===== src/rtl/uart_pkg.sv =====
// Shared definitions for the UART receive path.
//   rx_state_e           : receiver FSM states
//   UART_DATA_BITS       : payload bits per frame (8N1)
//   CLKS_PER_BIT_DEFAULT : 40 MHz system clock at 9600 baud
//   clog2()              : ceil(log2(v)), used for counter and pointer widths
package uart_pkg;

    typedef enum logic [2:0] {
        IDLE,
        START,
        DATA,
        STOP,
        BREAK
    } rx_state_e;

    localparam int unsigned UART_DATA_BITS       = 8;
    localparam int unsigned CLKS_PER_BIT_DEFAULT = 4167;

    function automatic int unsigned clog2(input int unsigned v);
        int unsigned r;
        int unsigned x;
        r = 0;
        x = (v > 0) ? v - 1 : 0;
        while (x > 0) begin
            r++;
            x = x >> 1;
        end
        return (r == 0) ? 1 : r;
    endfunction

endpackage


===== src/rtl/uart_rx_if.sv =====
// Valid/ready byte stream from the UART receiver to firmware-facing logic.
//   rx_data  : FIFO head byte, meaningful only while rx_valid=1
//   rx_valid : FIFO not empty
//   rx_ready : consumer accepts; a pop happens when rx_valid & rx_ready
// master = receiver side, slave = consumer side.
interface uart_rx_if;
    import uart_pkg::*;

    logic [UART_DATA_BITS-1:0] rx_data;
    logic                      rx_valid;
    logic                      rx_ready;

    modport master (output rx_data, output rx_valid, input rx_ready);
    modport slave  (input rx_data, input rx_valid, output rx_ready);

endinterface


===== src/rtl/uart_rx_fifo.sv =====
// Small receive FIFO with extra-MSB pointers.
//   clk, rst  : system clock, synchronous active-high reset
//   push      : write push_data this cycle (if room, or if popping)
//   pop       : remove head entry (ignored when empty)
//   rd_data   : head entry, combinational from registered state
//   empty/full: occupancy status
//   drop      : push rejected because the FIFO was full and not popping
module uart_rx_fifo
    import uart_pkg::*;
#(
    parameter int unsigned FIFO_DEPTH = 4
) (
    input  logic                      clk,
    input  logic                      rst,
    input  logic                      push,
    input  logic [UART_DATA_BITS-1:0] push_data,
    input  logic                      pop,
    output logic [UART_DATA_BITS-1:0] rd_data,
    output logic                      empty,
    output logic                      full,
    output logic                      drop
);
    localparam int unsigned AW = clog2(FIFO_DEPTH);

    logic [AW:0]               wr_ptr;
    logic [AW:0]               rd_ptr;
    logic [UART_DATA_BITS-1:0] mem [FIFO_DEPTH];
    logic                      do_push;
    logic                      do_pop;

    assign empty = (wr_ptr == rd_ptr);
    assign full  = (wr_ptr[AW-1:0] == rd_ptr[AW-1:0]) && (wr_ptr[AW] != rd_ptr[AW]);

    // A simultaneous pop frees the slot the push needs, so a full FIFO
    // still accepts the byte and occupancy stays the same.
    assign do_pop  = pop & ~empty;
    assign do_push = push & (~full | do_pop);
    assign drop    = push & full & ~do_pop;

    assign rd_data = mem[rd_ptr[AW-1:0]];

    always_ff @(posedge clk) begin
        if (rst) begin
            wr_ptr <= '0;
            rd_ptr <= '0;
            for (int unsigned i = 0; i < FIFO_DEPTH; i++) begin
                mem[i] <= '0;
            end
        end else begin
            if (do_push) begin
                mem[wr_ptr[AW-1:0]] <= push_data;
                wr_ptr              <= wr_ptr + (AW+1)'(1);
            end
            if (do_pop) begin
                rd_ptr <= rd_ptr + (AW+1)'(1);
            end
        end
    end

endmodule


===== src/rtl/uart_rx_core.sv =====
// UART 8N1 receiver: synchronizer, bit-timing FSM, RX FIFO and sticky flags.
//   wb_clk_i, wb_rst_i : system clock, synchronous active-high reset
//   ser_rx             : asynchronous serial line, idle high
//   rx                 : valid/ready byte stream (master side)
//   rx_busy            : a frame is in progress
//   frame_err          : sticky, stop bit sampled low
//   overrun            : sticky, byte dropped on a full FIFO
//   err_clear          : pulse clears both sticky flags (a set event wins)
//   irq                : registered OR of rx_valid, frame_err and overrun
module uart_rx_core
    import uart_pkg::*;
#(
    parameter int unsigned CLKS_PER_BIT = CLKS_PER_BIT_DEFAULT,
    parameter int unsigned FIFO_DEPTH   = 4
) (
    input  logic          wb_clk_i,
    input  logic          wb_rst_i,
    input  logic          ser_rx,
    uart_rx_if.master     rx,
    output logic          rx_busy,
    output logic          frame_err,
    output logic          overrun,
    input  logic          err_clear,
    output logic          irq
);
    localparam int unsigned CNT_W = clog2(CLKS_PER_BIT);
    localparam int unsigned HALF  = CLKS_PER_BIT / 2;
    localparam logic [CNT_W-1:0] CNT_LAST    = CNT_W'(CLKS_PER_BIT - 1);
    localparam logic [CNT_W-1:0] CNT_HALF_M1 = CNT_W'(HALF - 1);
    localparam logic [2:0]       BIT_LAST    = 3'(UART_DATA_BITS - 1);

    logic [1:0]                sync_q;
    logic                      rxs;
    rx_state_e                 state, state_n;
    logic [CNT_W-1:0]          cnt, cnt_n;
    logic [2:0]                bit_idx, bit_idx_n;
    logic [UART_DATA_BITS-1:0] shift, shift_n;
    logic                      push_q, push_n;
    logic                      ferr_set;
    logic                      fifo_empty;
    logic                      fifo_full;
    logic                      fifo_drop;

    assign rxs     = sync_q[1];
    assign rx_busy = (state != IDLE);

    // The counter free-runs and wraps; states that need a fresh
    // reference point override it with zero.
    always_comb begin
        state_n   = state;
        cnt_n     = (cnt == CNT_LAST) ? '0 : cnt + CNT_W'(1);
        bit_idx_n = bit_idx;
        shift_n   = shift;
        push_n    = 1'b0;
        ferr_set  = 1'b0;
        case (state)
            IDLE: begin
                cnt_n = '0;
                if (!rxs) state_n = START;
            end
            START: begin
                if (cnt == CNT_HALF_M1) begin
                    if (rxs) begin
                        state_n = IDLE;
                    end else begin
                        cnt_n     = '0;
                        bit_idx_n = '0;
                        state_n   = DATA;
                    end
                end
            end
            DATA: begin
                if (cnt == CNT_LAST) begin
                    shift_n[bit_idx] = rxs;
                    bit_idx_n        = bit_idx + 3'd1;
                    if (bit_idx == BIT_LAST) state_n = STOP;
                end
            end
            STOP: begin
                if (cnt == CNT_LAST) begin
                    if (rxs) begin
                        push_n  = 1'b1;
                        state_n = IDLE;
                    end else begin
                        ferr_set = 1'b1;
                        state_n  = BREAK;
                    end
                end
            end
            BREAK: begin
                cnt_n = '0;
                if (rxs) state_n = IDLE;
            end
            default: state_n = IDLE;
        endcase
    end

    always_ff @(posedge wb_clk_i) begin
        if (wb_rst_i) begin
            sync_q    <= '1;
            state     <= IDLE;
            cnt       <= '0;
            bit_idx   <= '0;
            shift     <= '0;
            push_q    <= 1'b0;
            frame_err <= 1'b0;
            overrun   <= 1'b0;
            irq       <= 1'b0;
        end else begin
            sync_q    <= {sync_q[0], ser_rx};
            state     <= state_n;
            cnt       <= cnt_n;
            bit_idx   <= bit_idx_n;
            shift     <= shift_n;
            push_q    <= push_n;
            frame_err <= ferr_set  | (frame_err & ~err_clear);
            overrun   <= fifo_drop | (overrun & ~err_clear);
            irq       <= ~fifo_empty | frame_err | overrun;
        end
    end

    uart_rx_fifo #(
        .FIFO_DEPTH (FIFO_DEPTH)
    ) u_fifo (
        .clk       (wb_clk_i),
        .rst       (wb_rst_i),
        .push      (push_q),
        .push_data (shift),
        .pop       (rx.rx_valid & rx.rx_ready),
        .rd_data   (rx.rx_data),
        .empty     (fifo_empty),
        .full      (fifo_full),
        .drop      (fifo_drop)
    );

    assign rx.rx_valid = ~fifo_empty;

endmodule


===== src/flat_wrapper.sv =====
// flat-port wrapper written by rule: the top's interface ports become plain ports
module uart_rx_core_flat import uart_pkg::*;
#(
    parameter int unsigned CLKS_PER_BIT = CLKS_PER_BIT_DEFAULT,
    parameter int unsigned FIFO_DEPTH   = 4
)
  (wb_clk_i, wb_rst_i, ser_rx, rx_busy, frame_err, overrun, err_clear, irq, rx_rx_data, rx_rx_valid, rx_rx_ready);
  uart_rx_if rx_i ();
  input  logic wb_clk_i;
  input  logic wb_rst_i;
  input  logic ser_rx;
  output logic rx_busy;
  output logic frame_err;
  output logic overrun;
  input  logic err_clear;
  output logic irq;
  output wire logic [$bits(rx_i.rx_data)-1:0] rx_rx_data;
  output wire logic [$bits(rx_i.rx_valid)-1:0] rx_rx_valid;
  input wire logic [$bits(rx_i.rx_ready)-1:0] rx_rx_ready;
  assign rx_rx_data = rx_i.rx_data;
  assign rx_rx_valid = rx_i.rx_valid;
  assign rx_i.rx_ready = rx_rx_ready;
  uart_rx_core #(.CLKS_PER_BIT(CLKS_PER_BIT), .FIFO_DEPTH(FIFO_DEPTH)) u_core (.wb_clk_i(wb_clk_i), .wb_rst_i(wb_rst_i), .ser_rx(ser_rx), .rx(rx_i), .rx_busy(rx_busy), .frame_err(frame_err), .overrun(overrun), .err_clear(err_clear), .irq(irq));
endmodule

===== config.mk =====
export PLATFORM = sky130hd
export DESIGN_NAME = uart_rx_core_flat
export DESIGN_NICKNAME = d
export VERILOG_FILES = /design/src/rtl/uart_pkg.sv /design/src/rtl/uart_rx_if.sv /design/src/rtl/uart_rx_fifo.sv /design/src/rtl/uart_rx_core.sv /design/src/flat_wrapper.sv
export SDC_FILE = /design/constraint.sdc
export NUM_CORES = 1
export LEC_CHECK = 0
export BUFFER_PORTS_ARGS = -buffer_cell sky130_fd_sc_hd__buf_2
export CAP_MARGIN = 20
export CORE_MARGIN = 5
export CORE_UTILIZATION = 35
export CTS_CLUSTER_SIZE = 24
export DETAILED_ROUTE_END_ITERATION = 7
export GPL_TIMING_DRIVEN = 0
export PLACE_DENSITY_LB_ADDON = 0.1
export SLEW_MARGIN = 20
export SYNTH_ARGS = -nofsm -noshare
export SYNTH_HDL_FRONTEND = slang
export SYNTH_SLANG_ARGS = --single-unit

===== constraint.sdc =====
create_clock -name wb_clk_i -period 2.1 [get_ports wb_clk_i]
set_input_delay 0.21 -clock wb_clk_i [delete_from_list [all_inputs] [get_ports wb_clk_i]]
set_output_delay 0.21 -clock wb_clk_i [all_outputs]
set_load 0.05 [all_outputs]

==> results of run 1 <==
[sequential cells by signal, indices dropped and copies added, names as in the netlist, 2 cells and up, named ones only]
signal,count
u_core.u_fifo.mem,32
u_core.cnt,13
u_core.shift,8
u_core.bit_idx,3
u_core.state,3
u_core.u_fifo.rd_ptr,3
u_core.u_fifo.wr_ptr,3
u_core.sync_q,2
[worst max-delay path by stage]
| stage | to | slack (ns) | cells after the start |
|---|---|---|---|
| after floorplan | u_core.u_fifo.mem[1][0]$_SDFFCE_PN0P_ | 0.11 | 7 |
| after global placement | u_core.u_fifo.mem[3][3]$_DFFE_PP_ | -0.37 | 4 |
| after detailed placement | u_core.u_fifo.mem[1][6]$_SDFFCE_PN0P_ | -0.20 | 7 |
| after CTS | u_core.u_fifo.mem[0][2]$_SDFFCE_PN0P_ | 0.02 | 6 |
| after global routing | u_core.u_fifo.mem[1][2]$_SDFFCE_PN0P_ | -0.01 | 7 |
| final | u_core.u_fifo.mem[1][2]$_SDFFCE_PN0P_ | 0.08 | 7 |
[routing by layer]
layer	GRT usage [%]	vias up	wire length, microns
met3	2.70	12	173
met1	15.0	1009	3150
met5	0	-	0
li1	-	1097	-
met2	18.2	24	2800
met4	5.41	0	130
[cell usage in the layout, fill, tap and decap left out, types with 3 or more instances in the layout]
cell type	instances
a21oi_1	5
and2_1	20
and2_2	16
buf_2	22
buf_4	3
clkbuf_1	6
clkbuf_8	10
dfxtp_1	38
edfxtp_1	32
ha_1	6
inv_1	7
mux2i_1	9
mux4_2	8
nand2_1	21
nand3_1	5
nand4_1	12
nor2_1	33
nor2b_1	3
nor3_1	3
nor4_1	3
or2_4	3
xor2_1	15
[cell families after synthesis]
logic type	Yosys count	share of synthesized area (%)
simple gates	141	25.1
fa+ha+maj	6	2.25
mux	17	8.10
compound gates	16	3.30
buf+inv	22	3.11
xor+xnor	18	4.72
flops	73	53.4
[per-stage QoR]
stage | worst slack, ns | std cells | hold slack, ns | setup TNS (ns)
3_3_place_gp | -0.370 | 439 | 0.397 | -6.34
6_report | 0.0762 | 457 | 0.0367 | 0
2_1_floorplan | 0.111 | 293 | 0.314 | 0
3_5_place_dp | -0.197 | 439 | 0.398 | -3.40
4_1_cts | 0.0176 | 454 | 0.0243 | 0
5_1_grt | -0.00966 | 457 | 0.0308 | -0.0212
[repair_timing]
| action | CTS | global route |
|---|---|---|
| setup buffers | 0 | 3 |
| cloned | 0 | 0 |
| gates resized for setup | 5 | 3 |
| setup endpoints to repair | 32 | 26 |
| pin swaps | 0 | 1 |
[power by group through the flow]
stage	registers, mW	logic, mW	clock network [mW]
floorplan	1.54	0.0711	0
global placement	1.55	0.0988	0
detailed placement	1.55	0.0990	0
CTS	1.51	0.101	1.17
global route	1.52	0.107	1.23
finish	1.51	0.0991	1.14
[Yosys cell counts, types with 2 or more instances]
cell type	n
or2_2	3
edfxtp_1	32
and2_1	20
nand4_1	12
o21ai_0	2
buf_6	2
mux4_2	8
nand4b_1	2
and2_2	16
a21oi_1	5
inv_1	7
nor3_1	3
o22ai_1	2
xnor2_1	3
nor2b_1	3
and4_1	2
clkbuf_1	7
nand2_1	21
nor4_1	3
buf_2	5
nor2_1	33
or2_1	2
ha_1	6
nand3_1	5
o32ai_1	2
xor2_1	15
mux2i_1	9
nor4b_1	2
nand3b_1	2
dfxtp_1	41
[final cells by class]
class / count / area [sq um] / share of cell area [%]
buffer: 14 / 73.8 / 1.93
clock buffer: 10 / 138 / 3.59
clock inverter: 6 / 67.6 / 1.76
inverter: 7 / 26.3 / 0.686
multi-input combinational: 198 / 1470 / 38.3
sequential: 73 / 1790 / 46.7
tap: 129 / 161 / 4.22
timing repair buffer: 20 / 108 / 2.81
==> metrics.md, run 1 <==
| Metric | Value |
|---|---|
| Clock skew | between 0.01 and 0.015 ns |
| P_int | approximately 2.1 mW |
| Die Ht | 108 microns |
| Fmax | around 490 MHz |
| FF-to-FF setup slack | 0.08 ns |
| CP Launch Point | u_core.u_fifo.rd_ptr[0]$_SDFFE_PP0N_ |
| Sequential area share after synthesis | a little over half |
| Cell Chain, Critical Path | xnor2_1, nand4b_2, and3_4, buf_6, and3b_1, buf_6, or2_4 |
| Initial antenna violation count | 0 |
| Reg2Reg Depth | 7 |
| Synth area leader | edfxtp_1 |
| Reg-to-Reg End | u_core.u_fifo.mem[1][2]$_SDFFCE_PN0P_ |
| Vias/cell | between 4 and 5 |
| Final Max Tran Viols | 0 |
| NumNets Final | 334 |
| CTS Buf Count | 9 |
| IO Port Bufs | 17 |
| Antenna cells | 0 |
| Hold endpoint | u_core.sync_q[0]$_SDFF_PP1_ |
| Number of placement rows | 35 |
| Critical setup path kind | reg -> reg |
| CTS Root Cell | clkbuf_8 |
| 1st-iter DRT viols | a little under 60 |
| First-pass DRT Iterations | 4 |
| Slew @ Worst Pin | 0.891 ns |
| Leakage | about 1.4 nW |
| Gate Count Post-Synth | a little under 300 |
| Pwr Density | 719 nW/um^2 |
| Comb pwr share | under 10% |
| Final setup fails | 0 |
| Post-Syn Nets | between 300 and 400 |
| Fin. Hold Viols | 0 |
| Fill cells | between 900 and 1000 |
| Starting density of the core | between 30 and 40% |
| Hold Path Class | in -> reg |
| # IOs | 18 |
| # hold bufs at CTS | 0 |
| Finished Cell Area | around 3800 sq um |
| DP HPWL | around 4300 microns |
| Crit path time final | 2.02 ns |
| Fraction of layout cells with a size suffix above 1 | ~26% |
| Crit-path max FO | 10 |
| Crit path max-delay family | simple AND/OR/NAND/NOR gates |
| Area contributors post-synth | edfxtp_1, dfxtp_1, mux4_2, xor2_1, and2_1 |
| CTS tree | yes |
| H-tree lvl count | 3 |
| YS warnings | 0 |
| Layout area overhead | 14.7% |
| Synth Cell Area | roughly 3300 sq um |
| Worst ir drop on vdd | 0.276 mV |
| Placer Congestion | ~0.73 |
| Wirelength, routed | about 6300 microns |
| Top-area cell type share of the netlist area | between 20% and 30% |
| Status | finished clean |
| Clk_lat worst skew | between 0.3 and 0.4 ns |
| Critical path buffers and inverters | 2 |
| FF+latch count, synth | between 70 and 80 |
| Max Root-Sink Buffers | 2 |
| Overflow after GRT | 0 |
| Routed len/inst | 13.7 microns |
| Switching power | between 600 and 700 uW |
| Critical Path AT | 2.12 ns |
| Post-Syn Area per Cell | roughly 11 sq um |
| Post-synth EDFFs | 32 |
| Hold depth | 2 |
| WP data required | 2.20 ns |
| Main flop type after synthesis | dfxtp_1 |
| Core area | 9280 sq um |
| Final Cycle Share | between 90 and 100% |
| DRC | 0 |
| Post-synth ARST share | 0% |
| Clk pwr share | 41.5% |
| Library cells used by synthesis | 48 |
| Tot Pwr | about 2.8 mW |
| Post-route ant nets | 0 |
| Crit path largest cell delay | between 0.3 and 0.4 ns |
| Seq pwr share | a little over half |
| Vias in the first global route | approximately 2100 |
| Crit end category | flip-flop |
| Critical path startpoint category | flip-flop |
| Slowest cell on crit path | dfxtp_1 |
| Worst R2R Start | u_core.u_fifo.rd_ptr[0]$_SDFFE_PP0N_ |
| HP Start | ser_rx |
| Switching Share | 23.1% |
| GR Util All Layers | a little under an eighth |
| DR vias | 2142 |
| CTS Sinks | 73 |
| Reg clk slew, reported paths | about 0.08 ns |
| Die area | 11600 sq um |
| Final core occ | approximately two fifths |
| DIE WIDTH | 108 microns |
| CP dominant cell by count | buf_6 |
| Global-route wire length before repair | slightly above 10000 microns |
| Max-cap violations | 0 |
| Largest net degree at the start of global routing | 14 |
| Slew margin rel. | between 40 and 50% |
| Post-place instance area | 3580 sq um |
No activity file was read; power rests on OpenSTA's default activity.
==> run 2, diff against run 1 <==
--- a/config.mk
+++ b/config.mk
@@ -8,7 +8,7 @@
 export BUFFER_PORTS_ARGS = -buffer_cell sky130_fd_sc_hd__buf_2
 export CAP_MARGIN = 20
 export CORE_MARGIN = 5
-export CORE_UTILIZATION = 35
+export CORE_UTILIZATION = 50
 export CTS_CLUSTER_SIZE = 24
 export DETAILED_ROUTE_END_ITERATION = 7
 export GPL_TIMING_DRIVEN = 0
==> metrics.md, run 2 (synthesized netlist as in run 1, its figures left out) <==
| Metric | Value |
|---|---|
| Crit-path max FO | 10 |
| Slowest cell on crit path | dfxtp_2 |
| Met2 Use GR | about 25% |
| Max Root-Sink Buffers | 2 |
| First-pass DRT Iterations | 4 |
| Crit path largest cell delay | about 0.44 ns |
| Tot Pwr | ~2.9 mW |
| Number of placement rows | 29 |
| GR Util All Layers | between 10% and 20% |
| Crit end category | flip-flop |
| Fmax | about 500 MHz |
| Slew margin rel. | roughly 40% |
| Final hold slack | 0.0545 ns |
| H-tree lvl count | 3 |
| Status | finished clean |
| Fill cells | between 500 and 600 |
| Post-route ant nets | 0 |
| Global-route wire length before repair | ~11000 microns |
| Routed len/inst | 15.1 microns |
| DP HPWL | between 4000 and 5000 microns |
| Most flops, register | u_core.u_fifo.mem |
| Most frequent cells in the layout | dfxtp_1, nor2_1, edfxtp_1 |
| Setup ws final | between 0.1 and 0.15 ns |
| Critical Path AT | between 2 and 2.5 ns |
| Crit path time final | 2.00 ns |
| Hold Path Class | in -> reg |
| NumNets Final | between 300 and 400 |
| Die area | about 8400 sq um |
| CTS Buf Count | 9 |
| Cell Chain, Critical Path | xnor2_2, nand4b_2, and3_4, buf_6, and3b_1, buf_6, or2_4 |
| Initial antenna violation count | 0 |
| Commonest non-fill, non-tap cell in the layout | dfxtp_1 |
| IO Port Bufs | 17 |
| Leakage | 1.45 nW |
| Clock skew | between 0.009 and 0.01 ns |
| Place WS | -0.192 ns |
| Critical path startpoint category | flip-flop |
| Max FFs per register | 32 |
| Starting density of the core | about half |
| Layout area overhead | 14.1% |
| Fraction of layout cells with a size suffix above 1 | about a quarter |
| Wirelength, routed | about 6100 microns |
| Met1 track utilization from global routing | 20.7% |
| 1st-iter DRT viols | 60 |
| Overflow after GRT | 0 |
| Fin. Hold Viols | 0 |
| CP dominant cell by count | buf_6 |
| DIE WIDTH | slightly above 90 microns |
| DR vias | around 2200 |
| Critical setup path kind | reg -> reg |
| Vias in the first global route | around 2200 |
| Core area | ~6400 sq um |
| DRC | 0 |
| Die Ht | between 90 and 100 microns |
| Max-cap violations | 0 |
| Setup TNS | 0 ns |
| Final Max Tran Viols | 0 |
| Worst ir drop on vdd | roughly 0.41 mV |
| Pwr Density | 765 nW/um^2 |
| Placer Congestion | 0.802 |
| Reg clk slew, reported paths | 0.07 ns |
| Finished Cell Area | between 3000 and 4000 sq um |
| # IOs | 18 |
| Clk_lat worst skew | between 0.3 and 0.4 ns |
| Vias/cell | between 5 and 6 |
| Largest net degree at the start of global routing | 13 |
| GR Layer Usage met3 | ~3.1% |
| Final setup fails | 0 |
| CTS tree | yes |
| Post-place instance area | roughly 3500 sq um |
| Antenna cells | 0 |
| Slew @ Worst Pin | 0.882 ns |
| Regs by FF count | u_core.u_fifo.mem (32), u_core.cnt (13), u_core.shift (8) |
| Final Cycle Share | a little over nine tenths |
| CTS Sinks | 73 |
| GR peak layer | met2 |
| WP data required | 2.18 ns |
| CTS Root Cell | clkbuf_8 |
[run 2: worst paths after layout]
path | from | end | slack (ns) | cells past startpoint
hold / removal | ser_rx | u_core.sync_q[0]$_SDFF_PP1_ | 0.05 | 2
setup / recovery | u_core.u_fifo.wr_ptr[1]$_SDFFE_PP0P_ | u_core.u_fifo.mem[1][6]$_SDFFCE_PN0P_ | 0.10 | 7
setup reg to reg | u_core.u_fifo.wr_ptr[1]$_SDFFE_PP0P_ | u_core.u_fifo.mem[1][6]$_SDFFCE_PN0P_ | 0.10 | 7
hold reg to reg | u_core.sync_q[0]$_SDFF_PP1_ | u_core.sync_q[1]$_SDFF_PP1_ | 0.41 | 1
[run 2: final cells by class]
type,count,area [sq um],share of cell area [%]
Buffer,14,73.8,1.94
Timing Repair Buffer,20,108,2.83
Inverter,7,26.3,0.690
Tap cell,77,96.3,2.53
Sequential cell,73,1790,46.9
Clock inverter,5,104,2.73
Clock buffer,11,131,3.45
Multi-Input combinational cell,198,1480,38.9
[run 2: per-layer routing]
metal | part of all wire [%] | vias up
met5 | 0 | -
met4 | 1.7 | 0
met3 | 2.4 | 12
met2 | 47 | 30
met1 | 49 | 1011
li1 | - | 1100
[run 2: critical path, delay by kind of cell, from the launching register on]
| kind | cells | cell delay [ns] |
|---|---|---|
| xor+xnor | 1 | 0.15 |
| simple gates | 4 | 0.88 |
| flops | 1 | 0.44 |
| buf+inv | 2 | 0.26 |
[run 2: through the flow]
stage	util, %	std cells
2_1_floorplan	-	293
3_3_place_gp	54.8	387
3_5_place_dp	54.8	387
4_1_cts	58.5	402
5_1_grt	59.3	405
6_report	59.3	405
[run 2: power by group]
| group | total [mW] | internal, mW | switching [mW] |
|---|---|---|---|
| Clock | 1.30 | 0.791 | 0.513 |
| Combinational | 0.0998 | 0.0309 | 0.0689 |
| Sequential | 1.51 | 1.50 | 0.00876 |
| Total | 2.92 | 2.32 | 0.590 |
[run 2: what timing repair did]
action	4_1_cts	5_1_grt
endpoints found under the hold margin	0	0
setup endpoints to repair	32	38
pin swaps	0	1
hold buffers	0	0
cloned	0	0
setup buffers	0	3
gates resized for setup	4	7
